$ cat src/rtl/mul_radix4_sequencer_pkg.sv
// Shared types and defaults for the radix-4 sequential multiplier.
package mul_radix4_sequencer_pkg;

    localparam int unsigned MUL_SIZE_DEFAULT = 16;

    typedef enum logic [1:0] {
        MUL_IDLE = 2'd0,
        MUL_RUN  = 2'd1,
        MUL_DONE = 2'd2
    } mul_state_e;

endpackage : mul_radix4_sequencer_pkg

$ cat src/rtl/mul_radix4_sequencer_digit_select.sv
// Radix-4 partial product select: 0 / A / 2A / 3A for a 2-bit digit.
module mul_r4_digit_select #(
    parameter int unsigned WIDTH = 32
) (
    input  logic [1:0]       sel,
    input  logic [WIDTH-1:0] a,
    output logic [WIDTH-1:0] pp_c
);

    logic [WIDTH-1:0] a_x2;

    assign a_x2 = a << 1;

    // Pick the digit multiple; 3A is the only case needing an adder.
    always_comb begin
        pp_c = '0;
        case (sel)
            2'd0:    pp_c = '0;
            2'd1:    pp_c = a;
            2'd2:    pp_c = a_x2;
            default: pp_c = a_x2 + a;
        endcase
    end

endmodule : mul_r4_digit_select

$ cat src/rtl/mul_radix4_sequencer.sv
// Multi-cycle unsigned SIZE x SIZE multiplier, one radix-4 digit of B per
// cycle, with early termination once the remaining B digits are zero.
module mul_radix4_sequencer
    import mul_radix4_sequencer_pkg::*;
#(
    parameter int unsigned SIZE = MUL_SIZE_DEFAULT
) (
    input  logic              Clock,
    input  logic              Reset,
    input  logic              iStart,
    input  logic [SIZE-1:0]   iA,
    input  logic [SIZE-1:0]   iB,
    output logic              oBusy,
    output logic              oDone,
    output logic [2*SIZE-1:0] oResult
);

    localparam int unsigned PW     = 2 * SIZE;
    localparam int unsigned DIGITS = SIZE / 2;
    localparam int unsigned CW     = $clog2(DIGITS) + 1;

    mul_state_e      state;
    mul_state_e      state_next;
    logic [PW-1:0]   rA;
    logic [SIZE-1:0] rB;
    logic [PW-1:0]   rAcc;
    logic [CW-1:0]   rCnt;

    logic [PW-1:0]   pp;
    logic [PW-1:0]   acc_sum;
    logic            last_digit;

    mul_r4_digit_select #(
        .WIDTH (PW)
    ) u_digit_select (
        .sel  (rB[1:0]),
        .a    (rA),
        .pp_c (pp)
    );

    assign acc_sum    = rAcc + pp;
    // The count limit is a hard stop independent of the remaining digits.
    assign last_digit = ((rB >> 2) == '0) || (rCnt == CW'(DIGITS - 1));

    // Next-state decode.
    always_comb begin
        state_next = state;
        case (state)
            MUL_IDLE: if (iStart)     state_next = MUL_RUN;
            MUL_RUN:  if (last_digit) state_next = MUL_DONE;
            MUL_DONE:                 state_next = MUL_IDLE;
            default:                  state_next = MUL_IDLE;
        endcase
    end

    // Registered datapath, state and outputs.
    always_ff @(posedge Clock) begin
        if (Reset) begin
            state   <= MUL_IDLE;
            rA      <= '0;
            rB      <= '0;
            rAcc    <= '0;
            rCnt    <= '0;
            oBusy   <= 1'b0;
            oDone   <= 1'b0;
            oResult <= '0;
        end else begin
            state <= state_next;
            oBusy <= (state_next != MUL_IDLE);
            oDone <= 1'b0;
            case (state)
                MUL_IDLE: begin
                    if (iStart) begin
                        rA   <= PW'(iA);
                        rB   <= iB;
                        rAcc <= '0;
                        rCnt <= '0;
                    end
                end
                MUL_RUN: begin
                    rAcc <= acc_sum;
                    rA   <= rA << 2;
                    rB   <= rB >> 2;
                    rCnt <= rCnt + CW'(1);
                    if (last_digit) begin
                        oResult <= acc_sum;
                        oDone   <= 1'b1;
                    end
                end
                default: ;
            endcase
        end
    end

endmodule : mul_radix4_sequencer
$ cat config.mk
export PLATFORM = sky130hd
export DESIGN_NAME = mul_radix4_sequencer
export DESIGN_NICKNAME = d
export VERILOG_FILES = /design/src/rtl/mul_radix4_sequencer_pkg.sv /design/src/rtl/mul_radix4_sequencer_digit_select.sv /design/src/rtl/mul_radix4_sequencer.sv
export SDC_FILE = /design/constraint.sdc
export NUM_CORES = 1
export LEC_CHECK = 0
export ABC_AREA = 0
export BUFFER_PORTS_ARGS = -buffer_cell sky130_fd_sc_hd__buf_2
export CAP_MARGIN = 20
export CORE_ASPECT_RATIO = 1.75
export CORE_UTILIZATION = 40
export DETAILED_ROUTE_END_ITERATION = 6
export PLACE_DENSITY_LB_ADDON = 0.2
export SYNTH_ARGS = -nofsm -noshare
export SYNTH_HDL_FRONTEND = slang
export SYNTH_SLANG_ARGS = --single-unit
$ cat constraint.sdc
create_clock -name Clock -period 6.1 [get_ports Clock]
set_input_delay 0.305 -clock Clock [delete_from_list [all_inputs] [get_ports Clock]]
set_output_delay 0.305 -clock Clock [all_outputs]
set_load 0.01 [all_outputs]
==> impl_metrics.json, run 1 <==
{
  "synth_area_mm2": 0.00799,
  "synth.distinct_cells": 63,
  "dpl.hpwl_mm": 16.8,
  "grt_pass1_vias": 7648,
  "final_cell_area_mm2": 0.00910,
  "power_w": 0.00220,
  "maxSlewViolCount": 0,
  "cp_max_fo": 7,
  "setup_violations": 0,
  "crit_path_end_kind": "flip-flop",
  "fin_ws_ps": 762,
  "rr_startpoint": "rA[1]",
  "fin_crit_ps": 5340,
  "synth.avg_cell_area_um2": 7.74,
  "drc_errors": 0,
  "fin_crit_sh": 0.875,
  "share_clk_of_total_power": 0.436,
  "p_switching_w": 0.000666,
  "arrival_ps": 5690,
  "die_x_um": 109,
  "antenna_found_initial": 0,
  "track_usage": 0.237,
  "seqPwrFrac": 0.385,
  "globalplace.congestion": 0.907,
  "tightest_slew_ps": 822,
  "clock-root-buffer": "clkbuf_16",
  "die_h_um": 189,
  "via_per_inst": 5.74,
  "ant_nets": 0,
  "fin_nets": 1181,
  "cp-start-kind": "flip-flop",
  "seq_area_mm2": 0.00240,
  "crit_required_ps": 6450,
  "synth_fp_nets": 1135,
  "h-tree-depth": 4,
  "drt_iter0_markers": 293,
  "num_vias": 7659,
  "grt_overflow_total": 0,
  "intPower_w": 0.00154,
  "grt_max_degree": 76,
  "core_area_mm2": 0.0197,
  "core.rowCount": 68,
  "cts_tree": "built",
  "p_leak_nw": 3.94,
  "postCtsSetupBuffers": 0,
  "place_ws_ps": 752,
  "portBuffers": 68,
  "cts_buffers": 17,
  "async_flop_share": 0,
  "synth_warnings": 0,
  "cts.sinks": 120,
  "wl_per_cell_um": 17.4,
  "fmax_mhz": 187,
  "cts_buffer_depth": 2,
  "grt_first_pass_wirelength_mm": 37.4,
  "powerDensity_mw_per_mm2": 242,
  "fillers": 2023,
  "placed_area_mm2": 0.00853,
  "critPathKind": "reg2reg",
  "grt_setup_unrepaired": "false",
  "drive_above_1_share": 0.114,
  "cts.clk_slew.worst_paths_ps": 60,
  "ys_seq_area_frac": 0.301,
  "ioPinCount": 69,
  "cts.repair.resized": 0,
  "synth_cells": 1032,
  "initial_core_util": 0.406,
  "drt-pass1-iter-count": 5,
  "clock_latency_ps": 430,
  "ys_ff_latch": 120,
  "syn_to_final_growth_pct": 13.9,
  "hp-start": "iB[14]",
  "outcome": "complete, no violations",
  "die-area_mm2": 0.0206,
  "antenna_cells": 0,
  "finalWirelength_mm": 23.2,
  "multiInputGateArea_mm2": 0.00524,
  "ys.flop_type": "dfxtp_1",
  "fin_tns_setup_ps": 0,
  "cts_hold_buf": 0,
  "relSlewSlack": 0.452,
  "fin_skew_ps": 8.39,
  "finalHoldViolCount": 0,
  "swShare": 0.302,
  "hold_path_class": "in2reg",
  "synth_edf_count": 0,
  "drv_cap": 0,
  "pwr-share-comb": 0.179,
  "ir_drop_uv": 180,
  "cp-startpoint": "rA[1]",
  "holdWs_ps": 115
}
==> worst paths after layout <==
kind,to,slack [ps],cells past startpoint
max reg2reg,oResult[31],760,24
max,oResult[31],760,24
min reg2reg,oResult[27],450,2
min,rB[14],110,3
==> stage by stage <==
| stage | cells | util |
|---|---|---|
| CTS | 1334 | 0.462 |
| global route | 1335 | 0.463 |
| global placement | 1303 | 0.434 |
| detailed placement | 1303 | 0.434 |
| finish | 1335 | 0.463 |
| floorplan | 1032 | - |
==> layer usage <==
metal	wire [um]	GRT usage	vias up
li1	-	-	3820
met1	8660	0.228	3608
met2	12000	0.428	163
met3	743	0.0434	68
met4	1830	0.192	0
met5	0	0	-
==> registers in the layout (all words and copies together), names as in the netlist <==
name     cells
rCnt         4
state        2
rAcc        32
rB          16
oResult     32
oDone        1
rA          32
oBusy        1
==> critical path, cell delays in order (launching register included) <==
cell and delay [ps]:
dfxtp_1 370, ha_1 310, a21o_1 120, a21oi_1 100, o21a_1 180, nor2_1 210
a31oi_1 120, nor3b_1 560, nand2_1 170, a31oi_1 290, a31oi_1 130, xor2_1 150
o21ai_0 290, ha_1 260, nand4_1 130, nor2_1 180, nor4_1 80, o41ai_2 330
a31oi_1 120, nor4b_1 340, o22ai_1 180, xnor2_2 240, xor2_1 170, nor2_1 50
nor3_1 170
==> logic make-up (layout without fill, tap and decap cells) <==
group                      after synthesis  count (layout)  share of synthesized area
AOI/OAI and AO/OA                      358             358                      0.295
and+or+nand+nor                        321             321                      0.172
DFF                                    120             120                      0.301
buffers and inverters                   96             154                     0.0456
adders and majority gates               68              68                      0.108
xor gates and xnor gates                56              56                     0.0623
muxes                                   13              13                     0.0163
==> power by group through the flow <==
stage / logic, W / registers, W / clock network [W]
after floorplan: 0.000288 / 0.000853 / 0
after global placement: 0.000392 / 0.000865 / 0
after detailed placement: 0.000394 / 0.000865 / 0
after CTS: 0.000396 / 0.000849 / 0.000984
after global routing: 0.000437 / 0.000853 / 0.00102
final: 0.000395 / 0.000849 / 0.000961
==> cell usage in the layout, fill, tap and decap left out, types with 20 or more instances in the layout <==
cell      netlist  layout
a211oi_1       21      21
a21o_1         28      28
a21oi_1        96      96
a22oi_1        47      47
a31oi_1        20      20
buf_2           0      67
dfxtp_1       120     120
ha_1           66      66
inv_1          41      41
nand2_1       126     126
nor2_1        127     126
o21ai_0        57      57
xnor2_1        34      34
xor2_1         21      21
==> layout make-up <==
type,count,area share
Clock buffer,21,0.0506
Clock inverter,10,0.0107
Inverter,43,0.0177
Timing Repair Buffer,80,0.0480
Sequential cell,120,0.264
Multi-Input combinational cell,816,0.575
Tap cell,245,0.0337
==> cell usage after synthesis, types with 21 or more instances <==
| cell | number | area, um2 |
|---|---|---|
| a211oi_1 | 21 | 158 |
| a21o_1 | 28 | 210 |
| a21oi_1 | 96 | 480 |
| a22oi_1 | 47 | 353 |
| clkbuf_1 | 46 | 173 |
| dfxtp_1 | 120 | 2400 |
| ha_1 | 66 | 826 |
| inv_1 | 41 | 154 |
| nand2_1 | 126 | 473 |
| nor2_1 | 127 | 477 |
| o21ai_0 | 57 | 285 |
| xnor2_1 | 34 | 298 |
| xor2_1 | 21 | 184 |
No activity file was read; power rests on OpenSTA's default activity.
==> run 2, diff against run 1 <==
==> constraint.sdc (replaced) <==
create_clock -name Clock -period 6.43 [get_ports Clock]
set_input_delay 0.3215 -clock Clock [delete_from_list [all_inputs] [get_ports Clock]]
set_output_delay 0.3215 -clock Clock [all_outputs]
set_load 0.01 [all_outputs]
==> run 2 against run 1 <==
Net effect: worst setup slack improved by 340 ps; maximum frequency rose by 0.23%; clock-buffer cell count decreased by 2; first-iteration DRC count is 15% higher; clock skew increased by 4.1 ps; routed wire length shrank 0.55%; cell area up 0.23%; die area stayed put; cell count did not move; worst hold slack gained 15 ps; combinational power decreased by 6.6%; largest cell class unchanged.
==> impl_metrics.json, run 2 (synthesis gave the netlist of run 1 again) <==
{
  "crit_path_end_kind": "flip-flop",
  "cp_max_fo": 7,
  "drive_above_1_share": 0.116,
  "powerDensity_mw_per_mm2": 233,
  "cp_slowest_cell": "nor3b_1",
  "track_usage": 0.238,
  "postCtsSetupBuffers": 0,
  "fin_skew_ps": 12.5,
  "mostFrequentLayoutCells": "nand2_1, nor2_1, dfxtp_1",
  "cts.sinks": 120,
  "setup_violations": 0,
  "die_h_um": 189,
  "finalWirelength_mm": 23.1,
  "cpMostUsedCell": "a31oi_1",
  "antenna_found_initial": 0,
  "syn_to_final_growth_pct": 14.2,
  "p_leak_nw": 3.98,
  "fin_tns_setup_ps": 0,
  "fillers": 1976,
  "ant_nets": 0,
  "drt-pass1-iter-count": 5,
  "tightest_slew_ps": 778,
  "placed_area_mm2": 0.00853,
  "cts_buffer_depth": 2,
  "crit_path_max_incr_delay_ps": 560,
  "ir_drop_uv": 146,
  "multiInputGateArea_mm2": 0.00524,
  "die-area_mm2": 0.0206,
  "antenna_cells": 0,
  "initial_core_util": 0.406,
  "grt_first_pass_wirelength_mm": 37.6,
  "relSlewSlack": 0.476,
  "cts.clk_slew.worst_paths_ps": 60,
  "cp-start-kind": "flip-flop",
  "wl_per_cell_um": 17.3,
  "grt_pass1_vias": 7599,
  "fin_crit_sh": 0.828,
  "path_cells": "ha_1 > a21o_1 > a21oi_1 > o21a_1 > nor2_1 > a31oi_1 > nor3b_1 > nand2_1 > a31oi_1 > a31oi_1 > xor2_1 > o21ai_0 > ha_1 > nand4_1 > nor2_1 > nor4_1 > o41ai_2 > a31oi_1 > nor4b_1 > o22ai_1 > xnor2_2 > xor2_1 > nor2_1 > nor3_1",
  "r2r_slack_ps": 1100,
  "cts_buffers": 17,
  "fin_crit_ps": 5330,
  "ioPinCount": 69,
  "outcome": "complete, no violations",
  "cts_hold_buf": 0,
  "clock_latency_ps": 440,
  "top_regs": "oResult (32), rA (32), rAcc (32)",
  "seq_area_mm2": 0.00240,
  "via_per_inst": 5.63,
  "cts_tree": "built",
  "num_vias": 7517,
  "critPathKind": "reg2reg",
  "dpl.hpwl_mm": 16.9,
  "maxSlewViolCount": 0,
  "clock-root-buffer": "clkbuf_16",
  "portBuffers": 68,
  "h-tree-depth": 4,
  "grt_setup_unrepaired": "false",
  "globalplace.congestion": 0.919,
  "grt_max_degree": 71,
  "drt_iter0_markers": 336,
  "arrival_ps": 5680,
  "fin_nets": 1181,
  "hold_path_class": "in2reg",
  "die_x_um": 109,
  "drc_errors": 0,
  "core_area_mm2": 0.0197,
  "final_cell_area_mm2": 0.00912,
  "fmax_mhz": 188,
  "core.rowCount": 68,
  "cts.repair.resized": 0,
  "drv_cap": 0,
  "grt_overflow_total": 0,
  "finalHoldViolCount": 0,
  "crit_required_ps": 6780
}
## run 2: cell types whose count changed in the layout (fill, tap and decap cells not counted)
cell / delta
clkinvlp_4: -4
clkbuf_1: -2
clkinv_2: +4
clkinv_4: +1
bufinv_16: +1
## run 2: worst max-delay path, delay by kind of cell (launching register included)
kind / cells / cell delay [ps]
compound gates: 10 / 1910
xor+xnor: 3 / 560
fa+ha+maj: 2 / 580
flops: 1 / 370
simple gates: 9 / 1850
## run 2: power by group
part / leakage (nW) / total, W / switching [W] / internal, W
Combinational: 2.71 / 0.000369 / 0.000231 / 0.000138
Clock: 0.285 / 0.000948 / 0.000362 / 0.000586
Sequential: 0.976 / 0.000807 / 0.0000341 / 0.000773
Total: 3.98 / 0.00212 / 0.000627 / 0.00150
## run 2: final timing paths
| path | from | to | cells past startpoint |
|---|---|---|---|
| setup / recovery | rA[1] | oResult[31] | 24 |
| hold / removal | iA[0] | rA[0] | 3 |
| hold reg to reg | oResult[9] | oResult[9] | 2 |
| setup reg to reg | rA[1] | oResult[31] | 24 |
## run 2: area by class of cell
| class | instances | share of cell area |
|---|---|---|
| multi-input cells | 816 | 0.574 |
| clock buffers | 19 | 0.0497 |
| inverters | 43 | 0.0177 |
| clock inverters | 12 | 0.0139 |
| flip-flops and latches | 120 | 0.263 |
| repair buffers | 80 | 0.0479 |
| well taps | 245 | 0.0336 |
## run 2: routing by layer
layer / track usage / vias up / part of all wire
met2: 0.431 / 142 / 0.53
li1: - / 3806 / -
met5: 0 / - / 0
met4: 0.179 / 0 / 0.066
met3: 0.0379 / 56 / 0.028
met1: 0.238 / 3513 / 0.38
## run 2: stage by stage
step | hold slack [ps] | utilization | setup slack, ps | cells | power, W
5_1_grt | 124 | 0.464 | 543 | 1335 | 0.00222
4_1_cts | 109 | 0.464 | 1080 | 1334 | 0.00214
3_5_place_dp | 445 | 0.434 | 1100 | 1303 | 0.00119
6_report | 130 | 0.464 | 1100 | 1335 | 0.00212
3_3_place_gp | 441 | 0.434 | 1230 | 1303 | 0.00119
2_1_floorplan | 432 | - | 1910 | 1032 | 0.00108
==> run 3, diff against run 2 <==
==> constraint.sdc (replaced) <==
create_clock -name Clock -period 4.7 [get_ports Clock]
set_input_delay 0.235 -clock Clock [delete_from_list [all_inputs] [get_ports Clock]]
set_output_delay 0.235 -clock Clock [all_outputs]
set_load 0.01 [all_outputs]
==> run 3 against run 2 <==
Net effect: die area unchanged; global-route usage rose by 0.46 points; critical path depth did not move; critical path type unchanged; largest cell class unchanged; highest routed layer unchanged.
==> impl_metrics.json, run 3 (synthesis gave the netlist of run 1 again) <==
{
  "top_regs": "oResult (32), rA (32), rAcc (32)",
  "r2r_slack_ps": 150,
  "cts_tree": "built",
  "track_usage": 0.243,
  "drc_errors": 0,
  "crit_required_ps": 5060,
  "fin_skew_ps": 8.37,
  "dpl.hpwl_mm": 18.2,
  "cts.sinks": 120,
  "cts_buffers": 17,
  "p_leak_nw": 4.46,
  "grt_max_degree": 89,
  "final_cell_count_no_fill": 1422,
  "cpMostUsedCell": "buf_4",
  "tightest_slew_ps": 1120,
  "drv_cap": 0,
  "grt_pass1_vias": 8030,
  "portBuffers": 68,
  "grt_overflow_total": 0,
  "clock-root-buffer": "clkbuf_16",
  "placed_cells": 1387,
  "drt-pass1-iter-count": 5,
  "cp_slowest_cell": "dfxtp_4",
  "ioPinCount": 69,
  "cp-start-kind": "flip-flop",
  "num_vias": 8062,
  "antenna_found_initial": 0,
  "rr_startpoint": "rA[1]",
  "core_area_mm2": 0.0197,
  "cp_top_family": "compound AO/OA/AOI/OAI gates",
  "clock_latency_ps": 440,
  "syn_to_final_growth_pct": 25.9,
  "fmax_mhz": 220,
  "cp_max_fo": 3,
  "cts_hold_buf": 0,
  "mostFrequentLayoutCells": "nand2_1, nor2_1, dfxtp_1",
  "ant_nets": 0,
  "via_per_inst": 5.67,
  "fin_tns_setup_ps": 0,
  "fillers": 1938,
  "finalWirelength_mm": 24.3,
  "grt_first_pass_wirelength_mm": 38.5,
  "h-tree-depth": 4,
  "fin_crit_sh": 0.969,
  "hold_path_class": "in2reg",
  "hp-start": "iB[14]",
  "cts_buffer_depth": 2,
  "cts.clk_slew.worst_paths_ps": 60,
  "arrival_ps": 4910,
  "path_cells": "buf_4 > ha_1 > a21o_1 > a21oi_2 > o21a_1 > nor2_2 > a31oi_1 > nor3b_2 > buf_4 > a21oi_2 > o21ai_0 > xnor2_1 > o21ai_0 > buf_4 > ha_1 > nand2_1 > o41ai_2 > a31oi_1 > nor4b_2 > o22ai_2 > xnor2_2 > xor2_1 > nor2_1 > nor3_1",
  "wl_per_cell_um": 17.1,
  "crit_path_max_incr_delay_ps": 350,
  "cp-startpoint": "rA[1]",
  "finalHoldViolCount": 0,
  "die-area_mm2": 0.0206,
  "critPathKind": "reg2reg",
  "initial_core_util": 0.406,
  "die_h_um": 189,
  "fin_crit_ps": 4550,
  "globalplace.congestion": 0.924,
  "drive_above_1_share": 0.223,
  "relSlewSlack": 0.250,
  "fin_nets": 1267,
  "antenna_cells": 0,
  "drt_iter0_markers": 351,
  "crit_path_end_kind": "flip-flop",
  "power_w": 0.00305,
  "ir_drop_uv": 211,
  "layout_commonest_cell": "nand2_1",
  "die_x_um": 109,
  "outcome": "complete, no violations",
  "critPathBufInv": 3,
  "core.rowCount": 68,
  "maxSlewViolCount": 0,
  "setup_violations": 0,
  "powerDensity_mw_per_mm2": 303
}
## run 3: what timing repair did
| item | in CTS | in global routing |
|---|---|---|
| buffers inserted | 0 | 3 |
| gates resized for setup | 6 | 65 |
| endpoints found under the setup margin | 7 | 26 |
| pin swaps | 0 | 44 |
## run 3: path summary, 6_finish.rpt
check                                    to  cells after the start
worst max-delay path            oResult[31]                     24
worst min-delay path                 rB[14]                      3
worst max register to register  oResult[31]                     24
worst min register to register   oResult[9]                      2
## run 3: per-stage QoR
| step | worst slack [ps] | cell area, um2 | utilization | hold slack (ps) |
|---|---|---|---|---|
| 2_1_floorplan | 178 | 7990 | - | 383 |
| 3_3_place_gp | -122 | 9150 | 0.466 | 441 |
| 3_5_place_dp | -124 | 9170 | 0.467 | 443 |
| 4_1_cts | 10.3 | 9790 | 0.498 | 22.1 |
| 5_1_grt | -87.0 | 10100 | 0.512 | 50.7 |
| 6_report | 147 | 10100 | 0.512 | 39.1 |
## run 3: power by group
group          total [W]  internal [W]  switching [W]
clock            0.00134      0.000805       0.000536
sequential       0.00110       0.00106      0.0000436
combinational   0.000603      0.000254       0.000349
## run 3: final cells by class
| cell class | count | area [um2] | area share |
|---|---|---|---|
| Multi-Input combinational cell | 816 | 5490 | 0.546 |
| Sequential cell | 120 | 2410 | 0.239 |
| Timing Repair Buffer | 166 | 1090 | 0.109 |
| Clock buffer | 18 | 439 | 0.0437 |
| Tap cell | 245 | 307 | 0.0305 |
| Inverter | 43 | 161 | 0.0160 |
| Clock inverter | 14 | 160 | 0.0159 |
## run 3: worst reg2reg max path: cells and delay by family, from the launching register on
kind	cells	cell delay, ps
AOI/OAI and AO/OA	10	1710
and+or+nand+nor	6	720
adders and majority gates	2	630
xor gates and xnor gates	3	630
buffers and inverters	3	460
DFF	1	350
## run 3: layer usage
metal / routed length, um / GRT usage
met3: 628 / 0.0341
met1: 8620 / 0.231
met4: 1520 / 0.163
met5: 0 / 0
met2: 13500 / 0.464
